===== src/rtl/mux_arb_pkg.sv =====
// Shared types and constants for the round-robin mux arbiter.
// Holds the FSM state enum and a one-hot helper.
package mux_arb_pkg;

    localparam int C_NUM_REQ = 4;
    localparam int C_SEL_W   = 2;

    typedef enum logic {
        ST_IDLE = 1'b0,
        ST_BUSY = 1'b1
    } state_t;

    function automatic logic [C_NUM_REQ-1:0] f_onehot(
        input logic [C_SEL_W-1:0] i_idx
    );
        return 4'b0001 << i_idx;
    endfunction

endpackage


===== src/rtl/mux_4_1.sv =====
// Plain 1-bit 4:1 data multiplexer.
// i_SEL picks one of i_A..i_D.
module mux_4_1 (
    input  logic       i_A,
    input  logic       i_B,
    input  logic       i_C,
    input  logic       i_D,
    input  logic [1:0] i_SEL,
    output logic       o_Y
);

    // select one of the four inputs
    always_comb begin
        o_Y = i_A;
        unique case (i_SEL)
            2'd0: o_Y = i_A;
            2'd1: o_Y = i_B;
            2'd2: o_Y = i_C;
            2'd3: o_Y = i_D;
            default: o_Y = i_A;
        endcase
    end

endmodule


===== src/rtl/rr_pick_4.sv =====
// Combinational round-robin picker for four requesters.
// Searches from i_PTR upward, wrapping 3->0.
module rr_pick_4
    import mux_arb_pkg::*;
(
    input  logic [C_NUM_REQ-1:0] i_REQ,
    input  logic [C_SEL_W-1:0]   i_PTR,
    output logic [C_SEL_W-1:0]   o_IDX,
    output logic                 o_ANY
);

    logic [C_SEL_W-1:0] w_cand;
    logic               w_found;

    // first set request at or after the pointer wins
    always_comb begin
        o_IDX   = i_PTR;
        w_cand  = i_PTR;
        w_found = 1'b0;
        for (int i = 0; i < C_NUM_REQ; i++) begin
            w_cand = i_PTR + C_SEL_W'(i);
            if (!w_found && i_REQ[w_cand]) begin
                o_IDX   = w_cand;
                w_found = 1'b1;
            end
        end
    end

    assign o_ANY = |i_REQ;

endmodule


===== src/rtl/mux_rr_arbiter.sv =====
// Round-robin arbiter sequencing a shared 4:1 data mux.
// Optional grant hold limit: define MUX_ARB_HOLD_LIMIT_EN.
module mux_rr_arbiter
    import mux_arb_pkg::*;
#(
    parameter int P_DATA_W   = 1,
    parameter int P_HOLD_MAX = 8
) (
    input  logic                            i_CLK,
    input  logic                            i_RST_N,
    input  logic [C_NUM_REQ-1:0]            i_REQ,
    input  logic [C_NUM_REQ*P_DATA_W-1:0]   i_DATA,
    output logic [C_NUM_REQ-1:0]            o_GNT,
    output logic [C_SEL_W-1:0]              o_SEL,
    output logic                            o_BUSY,
    output logic                            o_VALID,
    output logic [P_DATA_W-1:0]             o_DATA,
    output logic                            o_TIMEOUT
);

    if (P_HOLD_MAX < 1 || P_HOLD_MAX > 255) begin : g_bad_hold
        $error("P_HOLD_MAX out of range 1..255");
    end

    state_t                 r_STATE;
    state_t                 w_next;
    logic [C_NUM_REQ-1:0]   r_GNT;
    logic [C_SEL_W-1:0]     r_SEL;
    logic [C_SEL_W-1:0]     r_PTR;
    logic                   r_VALID;
    logic [P_DATA_W-1:0]    r_DATA;
    logic [C_SEL_W-1:0]     w_win;
    logic                   w_any;
    logic                   w_req_sel;
    logic                   w_force;
    logic                   w_start;
    logic [P_DATA_W-1:0]    w_slice;

    rr_pick_4 u_pick (
        .i_REQ (i_REQ),
        .i_PTR (r_PTR),
        .o_IDX (w_win),
        .o_ANY (w_any)
    );

    if (P_DATA_W == 1) begin : g_mux1
        mux_4_1 u_mux (
            .i_A   (i_DATA[0]),
            .i_B   (i_DATA[1]),
            .i_C   (i_DATA[2]),
            .i_D   (i_DATA[3]),
            .i_SEL (r_SEL),
            .o_Y   (w_slice[0])
        );
    end else begin : g_muxw
        assign w_slice = i_DATA[int'(r_SEL)*P_DATA_W +: P_DATA_W];
    end

    assign w_req_sel = i_REQ[r_SEL];
    assign w_start   = (r_STATE == ST_IDLE) && w_any;

`ifdef MUX_ARB_HOLD_LIMIT_EN
    logic [7:0] r_HOLD;
    logic       r_TIMEOUT;

    assign w_force = (r_STATE == ST_BUSY) && w_req_sel &&
                     (r_HOLD == 8'(P_HOLD_MAX));

    // count consecutive busy cycles, saturating at 255
    always_ff @(posedge i_CLK or negedge i_RST_N) begin
        if (!i_RST_N) begin
            r_HOLD <= 8'd0;
        end else if (w_start) begin
            r_HOLD <= 8'd1;
        end else if (r_STATE == ST_BUSY && r_HOLD != 8'hFF) begin
            r_HOLD <= r_HOLD + 8'd1;
        end
    end

    // flag the idle cycle that follows a forced release
    always_ff @(posedge i_CLK or negedge i_RST_N) begin
        if (!i_RST_N) r_TIMEOUT <= 1'b0;
        else          r_TIMEOUT <= w_force;
    end

    assign o_TIMEOUT = r_TIMEOUT;
`else
    assign w_force   = 1'b0;
    assign o_TIMEOUT = 1'b0;
`endif

    // next state: grant on any request, release on drop or force
    always_comb begin
        w_next = r_STATE;
        unique case (r_STATE)
            ST_IDLE: if (w_any) w_next = ST_BUSY;
            ST_BUSY: if (!w_req_sel || w_force) w_next = ST_IDLE;
            default: w_next = ST_IDLE;
        endcase
    end

    // state register
    always_ff @(posedge i_CLK or negedge i_RST_N) begin
        if (!i_RST_N) r_STATE <= ST_IDLE;
        else          r_STATE <= w_next;
    end

    // grant, select and fairness pointer
    always_ff @(posedge i_CLK or negedge i_RST_N) begin
        if (!i_RST_N) begin
            r_GNT <= '0;
            r_SEL <= '0;
            r_PTR <= '0;
        end else if (w_start) begin
            r_GNT <= f_onehot(w_win);
            r_SEL <= w_win;
            r_PTR <= w_win + 2'd1;
        end else if (r_STATE == ST_BUSY && w_next == ST_IDLE) begin
            r_GNT <= '0;
        end
    end

    // capture granted data one cycle behind the grant
    always_ff @(posedge i_CLK or negedge i_RST_N) begin
        if (!i_RST_N) begin
            r_VALID <= 1'b0;
            r_DATA  <= '0;
        end else if (r_STATE == ST_BUSY) begin
            r_VALID <= 1'b1;
            r_DATA  <= w_slice;
        end else begin
            r_VALID <= 1'b0;
        end
    end

    assign o_GNT   = r_GNT;
    assign o_SEL   = r_SEL;
    assign o_BUSY  = (r_STATE == ST_BUSY);
    assign o_VALID = r_VALID;
    assign o_DATA  = r_DATA;

endmodule


===== config.mk =====
export PLATFORM = sky130hd
export DESIGN_NAME = mux_rr_arbiter
export DESIGN_NICKNAME = d
export VERILOG_FILES = /design/src/rtl/mux_arb_pkg.sv /design/src/rtl/mux_4_1.sv /design/src/rtl/rr_pick_4.sv /design/src/rtl/mux_rr_arbiter.sv
export SDC_FILE = /design/constraint.sdc
export NUM_CORES = 1
export LEC_CHECK = 0
export CAP_MARGIN = 20
export CORE_MARGIN = 2
export CORE_UTILIZATION = 40
export CTS_CLUSTER_SIZE = 10
export DETAILED_ROUTE_END_ITERATION = 8
export PLACE_DENSITY = 0.7
export SLEW_MARGIN = 20
export SYNTH_ARGS = -nofsm -noshare
export SYNTH_HDL_FRONTEND = slang
export SYNTH_HIERARCHICAL = 1
export SYNTH_SLANG_ARGS = --single-unit
export TNS_END_PERCENT = 30

===== constraint.sdc =====
create_clock -name i_CLK -period 4 [get_ports i_CLK]
set_input_delay 0.8 -clock i_CLK [delete_from_list [all_inputs] [get_ports i_CLK]]
set_output_delay 0.8 -clock i_CLK [all_outputs]
set_load 0.1 [all_outputs]

=== Word level (Yosys, flattened, before mapping) ===
Index checks and enable logic that the tools add are counted.

* Register bits after elaboration: 11
* Bits of input ports: 10
* Output and inout port bits: 10

* Add/sub/neg operators: 4
* Order comparisons: 5
* Equality and inequality tests: 3
* Shift-type cells: 1
* Mux-type cells: 23
* Bitwise gates (word level): 2
* Reduce and logical (&&, ||, !) cells: 11

{| class="wikitable"
|+ Operators with widths
! operator !! number
|-
| < comparator 2 x 3 -> 1 bit (second input constant) || 5
|-
| two-way mux 1 bit || 11
|-
| binary-select mux 1 bit (select 2 bit) || 5
|-
| two-way mux 4 bit || 2
|-
| two-way mux 2 bit || 3
|-
| logical AND 1 bit || 5
|-
| adder 2 x 1 -> 2 bit (second input constant) || 2
|-
| adder 2 bit (second input constant) || 2
|-
| == test 2 bit (second input constant) || 2
|-
| case mux 1 bit (4 select lines) || 1
|-
| OR reduction 4 bit || 1
|-
| left shift 1 x 2 -> 4 bit (first input constant) || 1
|-
| logical NOT 1 bit || 3
|-
| == test 2 x 1 -> 1 bit (second input constant) || 1
|-
| logical NOT 2 bit || 1
|-
| NOT 1 bit || 2
|-
| case mux 1 bit (2 select lines) || 1
|-
| nonzero test 2 bit || 1
|}

=== Logic depth before layout (Yosys ltp) ===
Gate-level depths: netlist of the first run.

* Depth in word-level cells: 14
* Depth in mapped cells: 7

=== Cells and area by module ===
Netlist of the first run, hierarchy kept.

{| class="wikitable"
|+ By module, submodules not included
! module !! times used !! cells an instance !! area an instance (sq um)
|-
| mux_rr_arbiter || 1 || 44 || 553.0
|-
| rr_pick_4 || 1 || 16 || 96.3
|-
| mux_4_1 || 1 || 1 || 22.5
|}

=== Least setup slack after synthesis of the first run ===
OpenSTA, ideal clock, no wires.

* Kind: in2reg
* From: input port i_REQ[2]
* To: register r_PTR[1]
* Data arrival time: 2.024 ns
* Required time: 3.875 ns
* Slack: 1.851 ns
* Stages: 6
* Buffers on the path: 0
* Cells stage by stage: nor2b_1 a21o_1 a221oi_2 inv_1 ha_1 mux2_4

* Cells in the longest elaborated chain, start to end: 13

{| class="wikitable"
|+ Ends and longest elaborated chain
! item !! line !! text
|-
| start, declared || mux_rr_arbiter.sv:11 || <nowiki>input logic [C_NUM_REQ-1:0] i_REQ,</nowiki>
|-
| binary-select mux 1 bit (select 2 bit) || rr_pick_4.sv:22 || <nowiki>if (!w_found && i_REQ[w_cand]) begin</nowiki>
|-
| two-way mux 1 bit (not written as such) || rr_pick_4.sv:22 ||
|-
| two-way mux 1 bit || rr_pick_4.sv:22 ||
|-
| logical NOT 1 bit || rr_pick_4.sv:22 ||
|-
| logical AND 1 bit || rr_pick_4.sv:22 ||
|-
| two-way mux 1 bit || rr_pick_4.sv:22 ||
|-
| logical NOT 1 bit || rr_pick_4.sv:22 ||
|-
| logical AND 1 bit || rr_pick_4.sv:22 ||
|-
| two-way mux 1 bit || rr_pick_4.sv:22 ||
|-
| logical NOT 1 bit || rr_pick_4.sv:22 ||
|-
| logical AND 1 bit || rr_pick_4.sv:22 ||
|-
| two-way mux 2 bit (*) || rr_pick_4.sv:22 ||
|-
| net w_win[0] || mux_rr_arbiter.sv:32 || <nowiki>logic [C_SEL_W-1:0] w_win;</nowiki>
|-
| adder 2 x 1 -> 2 bit (*) || mux_rr_arbiter.sv:117 || <nowiki>r_PTR <= w_win + 2'd1;</nowiki>
|-
| end signal, assigned || mux_rr_arbiter.sv:117 ||
|-
| end, declared || mux_rr_arbiter.sv:29 || <nowiki>logic [C_SEL_W-1:0] r_PTR;</nowiki>
|}

The timed path passes the listed nets; every way through them passes the cells marked *. The select of a mux whose other input is x is not followed.
A chain may end at the register's enable or synchronous reset.

=== Final worst setup path of the first run ===
* From: register r_STATE (netlist: o_BUSY)
* To: output port o_BUSY

{| class="wikitable"
|+ RTL lines
! item !! line !! text
|-
| start, declared || mux_rr_arbiter.sv:25 || <nowiki>state_t r_STATE;</nowiki>
|-
| start signal, assigned || mux_rr_arbiter.sv:105 || <nowiki>else r_STATE <= w_next;</nowiki>
|-
| end, declared || mux_rr_arbiter.sv:15 || <nowiki>output logic o_BUSY,</nowiki>
|}

No word-level cell between the ends.

==> results of run 1 <==
## sequential cells by signal (all words and copies together), names as in the netlist
name     flops
o_BUSY       1
o_DATA       1
o_GNT        4
o_SEL        2
o_VALID      1
r_PTR        2
## cells by family (layout without fill, tap and decap cells)
group / count (synthesis) / in the layout / synth area share [%]
other: 1 / 1 / 0.558
flip-flops: 11 / 11 / 41.0
AND/OR/NAND/NOR: 18 / 18 / 15.1
adder cells (fa/ha/maj): 4 / 4 / 7.45
AO/OA/AOI/OAI: 12 / 12 / 14.2
buffers and inverters: 6 / 25 / 5.59
multiplexers: 9 / 9 / 16.2
## per-stage QoR
stage | instances | area [sq um] | hold slack, ns | worst slack, ns
after floorplan | 61 | 672 | 0.482 | 1.85
after global placement | 92 | 846 | 0.490 | 1.30
after detailed placement | 92 | 846 | 0.496 | 1.21
after CTS | 96 | 872 | 0.512 | 1.17
after global routing | 96 | 872 | 0.526 | 1.10
final | 96 | 872 | 0.506 | 1.19
## synth_stat cells, types with 2 or more instances
cell type  instances
buf_4              2
dfrtp_1           11
ha_1               4
inv_1              3
mux2i_1            6
nand2_1            7
nand2b_1           4
nor2_1             2
o21ai_0            4
o2bb2ai_1          4
## path summary, 6_finish.rpt
kind,startpoint,endpoint,slack [ns],cells past startpoint
max,o_BUSY,o_BUSY,1.19,1
min,o_DATA,o_DATA,0.51,1
max reg2reg,r_PTR[1],r_PTR[1],2.21,6
min reg2reg,o_DATA,o_DATA,0.51,1
max in group asynchronous,i_RST_N,o_SEL[1],2.81,1
min in group asynchronous,i_RST_N,o_GNT[3],0.86,1
## routing by layer
layer	routed length, um	vias up	GRT usage, %
met4	0	0	1.76
met2	621	16	23.1
met5	0	-	0
met3	69	0	6.00
met1	641	237	22.5
li1	-	247	-
## layout make-up
cell class	count	area (sq um)	area share (%)
clock buffer	4	26.3	3.01
inverter	3	11.3	1.29
multi-input combinational	44	359	41.2
sequential	11	275	31.6
tap	16	20.0	2.30
timing repair buffer	18	180	20.7
## worst register-to-register path, cell delays in order (launching register included)
cell      delay (ns)
dfrtp_1         0.45
or3_1           0.40
nand4b_1        0.11
nand2_1         0.10
inv_1           0.12
ha_1            0.24
mux2_4          0.26
==> run_results.csv, run 1 <==
group,metric,value,unit
cts,path_clk_slew,0.07,ns
global_routing,antenna_found_initial,0,
worst_setup_path,crit_fanout,10,
placed_design,gp_congestion,0.827,
cts,cts_max_path_buffers,2,
cts,cts_hold_buffers,0,
worst_setup_path,path_class,"reg -> out",
flow_run,cap_violations,0,
cells_and_area,final_common_cell,"clkdlybuf4s50_1",
timing,fmax,355,MHz
timing,fin_setup_tns,0,ns
logic_synthesis,synthFlopType,"dfrtp_1",
drt,final_antenna_net_count,0,
logic_synthesis,synth_top_area_share,41.0,%
logic_synthesis,syn_area,672,sq um
worst_setup_path,cp_cell_sequence,"clkdlybuf4s50_1",
cts,cts_buffers,3,
timing,relSlewSlack,35.4,%
floorplan,row_count,14,
timing,worst_pin_slew,0.966,ns
cells_and_area,layout_common_cells,"clkdlybuf4s50_1 (18), dfrtp_1 (11), nand2_1 (7)",
logic_synthesis,synth_edf_count,0,
logic_synthesis,avgSynthCellArea,11.0,sq um
cts,cts_num_sinks,11,
logic_synthesis,synth-seq-area-share,41.0,%
floorplan,die-height,45.0,um
cts,cts.repair.resized,0,
worst_setup_path,crit_arrival,2.01,ns
logic_synthesis,ys_warn_count,6,
outcome,outcome,"completed",
global_routing,grt_pass1_vias,490,
floorplan,start_util,43.6,%
cts,worstSkewPairLatency,0.27,ns
worst_setup_path,slowest_delay,1.20,ns
cells_and_area,nets,95,
floorplan,die_w,45.0,um
hold_path,hp-class,"reg -> reg",
drt,wirelength,1330,um
cts,htree_levels,1,
global_routing,grt_pass1_wl,2250,um
drt,drt_iter0_drc,16,
worst_setup_path,crit_buf_inv,1,
floorplan,die_area,2020,sq um
placed_design,place_hpwl,988,um
logic_synthesis,yosysTopAreaCell,"dfrtp_1",
logic_synthesis,synth_cells,61,
logic_synthesis,yosys-top-cells-area,"dfrtp_1 (41%), mux2i_1 (8.9%), ha_1 (7.4%)",
placed_design,port_buffers,18,
timing,finalHoldViolations,0,
cells_and_area,drive_gt1_share,11.3,%
cells_and_area,filler_cell_count,135,
drt,dr_total_vias,500,
worst_setup_path,crit_path_start_kind,"register",
cts,post_cts_buffers,0,
worst_setup_path,cp_top_family,"buffers and inverters",
worst_setup_path,crit_required,3.20,ns
floorplan,core_area,1540,sq um
drt,wl_per_cell,13.9,um
logic_synthesis,synthDistinctLibCells,24,
global_routing,grt_max_degree,12,
timing,period_share,70.3,%
logic_synthesis,ys_ff_latch,11,
timing,slew_viol_final,0,
global_routing,overflow,0,
logic_synthesis,synth_nets,75,
logic_synthesis,ys_async_sr_fraction,100,%
worst_setup_path,end_kind,"output pin",
floorplan,io_pins,20,
drt,route.detailed.drc,0,
timing,setup_viol,0,
cells_and_area,final_util,56.6,%
cells_and_area,areaGrowthSynthToFinish,29.8,%
global_routing,grt_usage,15.7,%
cts,cts_tree,"yes",
timing,rsz0062_at_grt,"false",
cts,cts-root-buf,"clkbuf_4",
cells_and_area,num_antenna_cells,0,
drt,via_per_inst,5.21,
drt,dr.pass1.iters,4,
timing,min_period,2.81,ns
timing,fin_skew,0.00394,ns
worst_setup_path,slowest_stage,"clkdlybuf4s50_1",
Power of run 1 is left out: the tool's default activity adds up to more than one toggle a clock period on the data nets, which glitch-free logic cannot reach.
==> run 2: changes to the inputs <==
- clock period: 4 -> 2.6 ns (I/O delays scaled with it)
==> run 2 against run 1 <==
  * Clock skew increased by 0.0012 ns
  * Sequential share of layout area increased by 0.55 points
  * Critical endpoint is now r_PTR[1]
  * Final cell count increased by 1.0%
  * Cell area decreased by 1.7%
  * Worst setup slack got worse by 0.76 ns
==> run_results.csv, run 2 (synthesis gave the netlist of run 1 again) <==
group,metric,value,unit
timing,fin_setup_tns,0,ns
timing,fmax,460,MHz
worst_setup_path,crit_path_start_kind,"input pin",
drt,wirelength,1370,um
drt,via_per_inst,5.49,
worst_setup_path,r2r_cells,6,
cts,cts_max_path_buffers,2,
outcome,outcome,"completed",
cells_and_area,num_antenna_cells,0,
cells_and_area,layout_common_cells,"dfrtp_1 (11), buf_4 (10), clkdlybuf4s50_1 (9)",
flow_run,cap_violations,0,
timing,period_share,83.7,%
worst_setup_path,reg2reg_slack,0.84,ns
timing,slew_viol_final,0,
global_routing,grt_usage,15.7,%
cells_and_area,drive_gt1_share,23.5,%
worst_setup_path,end_kind,"register",
floorplan,start_util,43.6,%
drt,wl_per_cell,14.1,um
placed_design,place_inst,93,
floorplan,io_pins,20,
cts,cts.repair.resized,0,
worst_setup_path,crit_required,2.76,ns
cts,cts-root-buf,"clkbuf_4",
cts,post_cts_buffers,0,
floorplan,die_w,45.0,um
drt,dr.pass1.iters,4,
floorplan,die_area,2020,sq um
cts,cts_buffers,3,
drt,drt_iter0_drc,23,
cells_and_area,layout.cells.non_filler,97,
drt,route.detailed.drc,0,
placed_design,dp_slack,0.175,ns
worst_setup_path,crit_arrival,2.33,ns
global_routing,antenna_found_initial,0,
floorplan,row_count,14,
cts,path_clk_slew,0.07,ns
hold_path,whs_path_depth,1,
worst_setup_path,crit_fanout,5,
cells_and_area,design_area,857,sq um
timing,min_period,2.18,ns
cts,cts_tree,"yes",
hold_path,hp-class,"reg -> reg",
timing,fin_skew,0.00509,ns
floorplan,core_area,1540,sq um
floorplan,die-height,45.0,um
cells_and_area,areaGrowthSynthToFinish,27.6,%
cts,cts_hold_buffers,0,
cells_and_area,nets,96,
cts,worstSkewPairLatency,0.27,ns
cells_and_area,final_common_cell,"dfrtp_1",
placed_design,place_hpwl,1030,um
timing,worst_slack,0.425,ns
cts,cts_num_sinks,11,
global_routing,grt_max_degree,12,
cts,htree_levels,1,
global_routing,grt_pass1_vias,463,
cells_and_area,largest_reg_flops,4,
timing,finalHoldViolations,0,
timing,setup_viol,0,
placed_design,gp_congestion,0.801,
timing,rsz0062_at_grt,"false",
worst_setup_path,path_class,"in -> reg",
placed_design,postPlaceCellArea,831,sq um
global_routing,grt_pass1_wl,2160,um
drt,final_antenna_net_count,0,
placed_design,port_buffers,18,
drt,dr_total_vias,533,
global_routing,overflow,0,
[run 2: changes by cell type in the layout (fill, tap and decap cells not counted), sizes merged]
cell	previous run	this run
clkdlybuf4s50	18	9
buf	0	10
[run 2: worst paths after layout]
kind	from	endpoint
worst max register to register	r_PTR[1]	r_PTR[1]
worst max-delay path	i_REQ[2]	r_PTR[1]
worst min-delay path	o_DATA	o_DATA
worst min register to register	o_DATA	o_DATA
max in group asynchronous	i_RST_N	o_SEL[0]
min in group asynchronous	i_RST_N	o_GNT[3]
[run 2: area by class of cell]
cell class | instances | area (sq um)
Timing Repair Buffer | 19 | 165
Fill cell | 138 | 684
Clock buffer | 4 | 26.3
Inverter | 3 | 11.3
Tap cell | 16 | 20.0
Sequential cell | 11 | 275
Multi-Input combinational cell | 44 | 359
[run 2: metal layers]
layer / wire length [um] / vias up / share of wire, % / track usage (%)
met5: 0 / - / 0 / 0
met1: 587 / 250 / 43 / 18.5
met4: 0 / 0 / 0 / 5.29
li1: - / 256 / - / -
met3: 115 / 0 / 8.4 / 6.00
met2: 662 / 27 / 48 / 26.0
[run 2: critical path, cell delays in order]
cell and delay [ns]:
clkdlybuf4s50_1 0.48, nor2b_1 0.19, a21o_1 0.18, a221oi_2 0.26, inv_1 0.12, ha_1 0.31, mux2_4 0.26
[run 2: per-stage QoR]
stage / hold slack, ns / utilization, %
final: 0.508 / 55.6
after global routing: 0.531 / 55.6
after CTS: 0.513 / 55.6
after detailed placement: 0.498 / 53.9
after global placement: 0.493 / 53.9
after floorplan: 0.224 / -
Power of run 2 is left out for the same reason.
==> run 3: changes to the inputs <==
- PLACE_DENSITY: 0.7 -> 0.72
- clock period: 2.6 -> 1.88 ns (I/O delays scaled with it)
==> run 3 against run 2 <==
  * Routed wire length did not move
  * Register-to-register slack got worse by 0.64 ns
  * Via count fell by 1.3%
  * Highest routed layer is now met4
  * Largest cell class unchanged
  * Utilization rose by 9.3 points
  * Sequential share of layout area fell by 4.5 points
  * Global-route usage rose by 0.65 points
  * First-iteration DRC count fell by 96%
  * Cell area rose by 17%
  * Worst setup slack got worse by 0.35 ns
  * Worst hold slack got worse by 0.054 ns
==> run_results.csv, run 3 (synthesis gave the netlist of run 1 again) <==
group,metric,value,unit
outcome,outcome,"completed",
cells_and_area,drive_gt1_share,31.8,%
cts,cts-root-buf,"clkbuf_4",
cells_and_area,design_area,1000,sq um
timing,hold_slack,0.454,ns
timing,setup_viol,0,
timing,fin_skew,0.00220,ns
placed_design,port_buffers,18,
timing,slew_viol_final,0,
cells_and_area,layout_common_cells,"dfrtp_1 (10), buf_4 (10), nand2_1 (7), buf_12 (7)",
drt,drt_iter0_drc,1,
global_routing,grt_max_degree,12,
worst_setup_path,slowest_stage,"clkdlybuf4s50_1",
worst_setup_path,crit_arrival,1.96,ns
cells_and_area,final_util,64.9,%
cells_and_area,nets,103,
cells_and_area,areaGrowthSynthToFinish,49.0,%
floorplan,row_count,14,
worst_setup_path,reg2reg_slack,0.20,ns
worst_setup_path,cp_cell_sequence,"clkdlybuf4s50_1 > nand2b_1 > a21oi_1 > a221oi_2 > inv_1 > ha_1 > mux2_4",
drt,final_antenna_net_count,0,
global_routing,grt_pass1_wl,2300,um
cells_and_area,num_antenna_cells,0,
floorplan,io_pins,20,
drt,route.detailed.drc,0,
global_routing,grt_pass1_vias,524,
floorplan,core_area,1540,sq um
worst_setup_path,path_class,"in -> reg",
cells_and_area,largest_reg_flops,4,
drt,dr.pass1.iters,2,
timing,relSlewSlack,64.3,%
worst_setup_path,crit_buf_inv,2,
timing,rsz0062_at_grt,"false",
cts,htree_levels,1,
timing,fmax,555,MHz
worst_setup_path,crit_path_start_kind,"input pin",
global_routing,grt_usage,16.3,%
floorplan,die_w,45.0,um
hold_path,hp-class,"in -> async",
drt,wirelength,1370,um
worst_setup_path,end_kind,"register",
global_routing,overflow,0,
worst_setup_path,cp_top_family,"buffers and inverters",
timing,fin_setup_tns,0,ns
cts,cts_num_sinks,11,
worst_setup_path,slowest_delay,0.52,ns
worst_setup_path,crit_fanout,4,
global_routing,antenna_found_initial,0,
drt,wl_per_cell,13.1,um
placed_design,gp_congestion,0.784,
floorplan,start_util,43.6,%
timing,period_share,95.9,%
cts,cts_buffers,3,
timing,min_period,1.80,ns
cts,path_clk_slew,0.07,ns
drt,dr_total_vias,526,
drt,via_per_inst,5.06,
floorplan,die_area,2020,sq um
flow_run,cap_violations,0,
cts,cts_hold_buffers,0,
timing,worst_pin_slew,0.534,ns
cts,cts_max_path_buffers,2,
cts,worstSkewPairLatency,0.27,ns
floorplan,die-height,45.0,um
timing,finalHoldViolations,0,
cts,cts_tree,"yes",
placed_design,place_hpwl,1030,um
worst_setup_path,crit_required,2.03,ns
placed_design,postPlaceCellArea,965,sq um
[run 3: cell types whose count changed in the layout (fill, tap and decap cells not counted), sizes merged]
cell,change
dlygate4sd2,+2
buf,+7
clkdlybuf4s50,-3
dlymetal6s2s,+1
[run 3: repair_timing]
item / 4_1_cts / 5_1_grt
resized for setup: 3 / 1
gates cloned: 0 / 0
setup endpoints to repair: 1 / 4
endpoints found under the hold margin: 0 / 0
pin swaps: 1 / 0
setup buffers: 1 / 0
[run 3: stage by stage]
step,setup slack (ns),cells
6_report,0.0767,104
3_3_place_gp,-0.242,99
4_1_cts,0.0200,104
3_5_place_dp,-0.306,99
2_1_floorplan,0.116,61
5_1_grt,0.00325,104
[run 3: routing by layer]
metal	vias to the layer above	GRT usage [%]	wire, um
met5	-	0	0
met4	0	5.29	8
met3	2	7.60	113
met2	19	26.3	616
met1	240	19.2	626
li1	265	-	-
[run 3: final timing paths]
| kind | from | cells after the start | end |
|---|---|---|---|
| hold reg to reg | o_DATA | 1 | o_DATA |
| setup / recovery | i_REQ[1] | 7 | r_PTR[1] |
| min in group i_CLK | o_DATA | 1 | o_DATA |
| hold / removal | i_RST_N | 1 | o_BUSY |
| setup reg to reg | r_PTR[1] | 6 | r_PTR[1] |
| max in group asynchronous | i_RST_N | 1 | o_SEL[0] |
[run 3: area by class of cell]
cell class	instances	area, sq um
Clock buffer	4	26.3
Tap cell	16	20.0
Sequential cell	11	277
Fill cell	132	541
Timing Repair Buffer	26	305
Inverter	3	11.3
Multi-Input combinational cell	44	362
Power of run 3 is left out for the same reason.
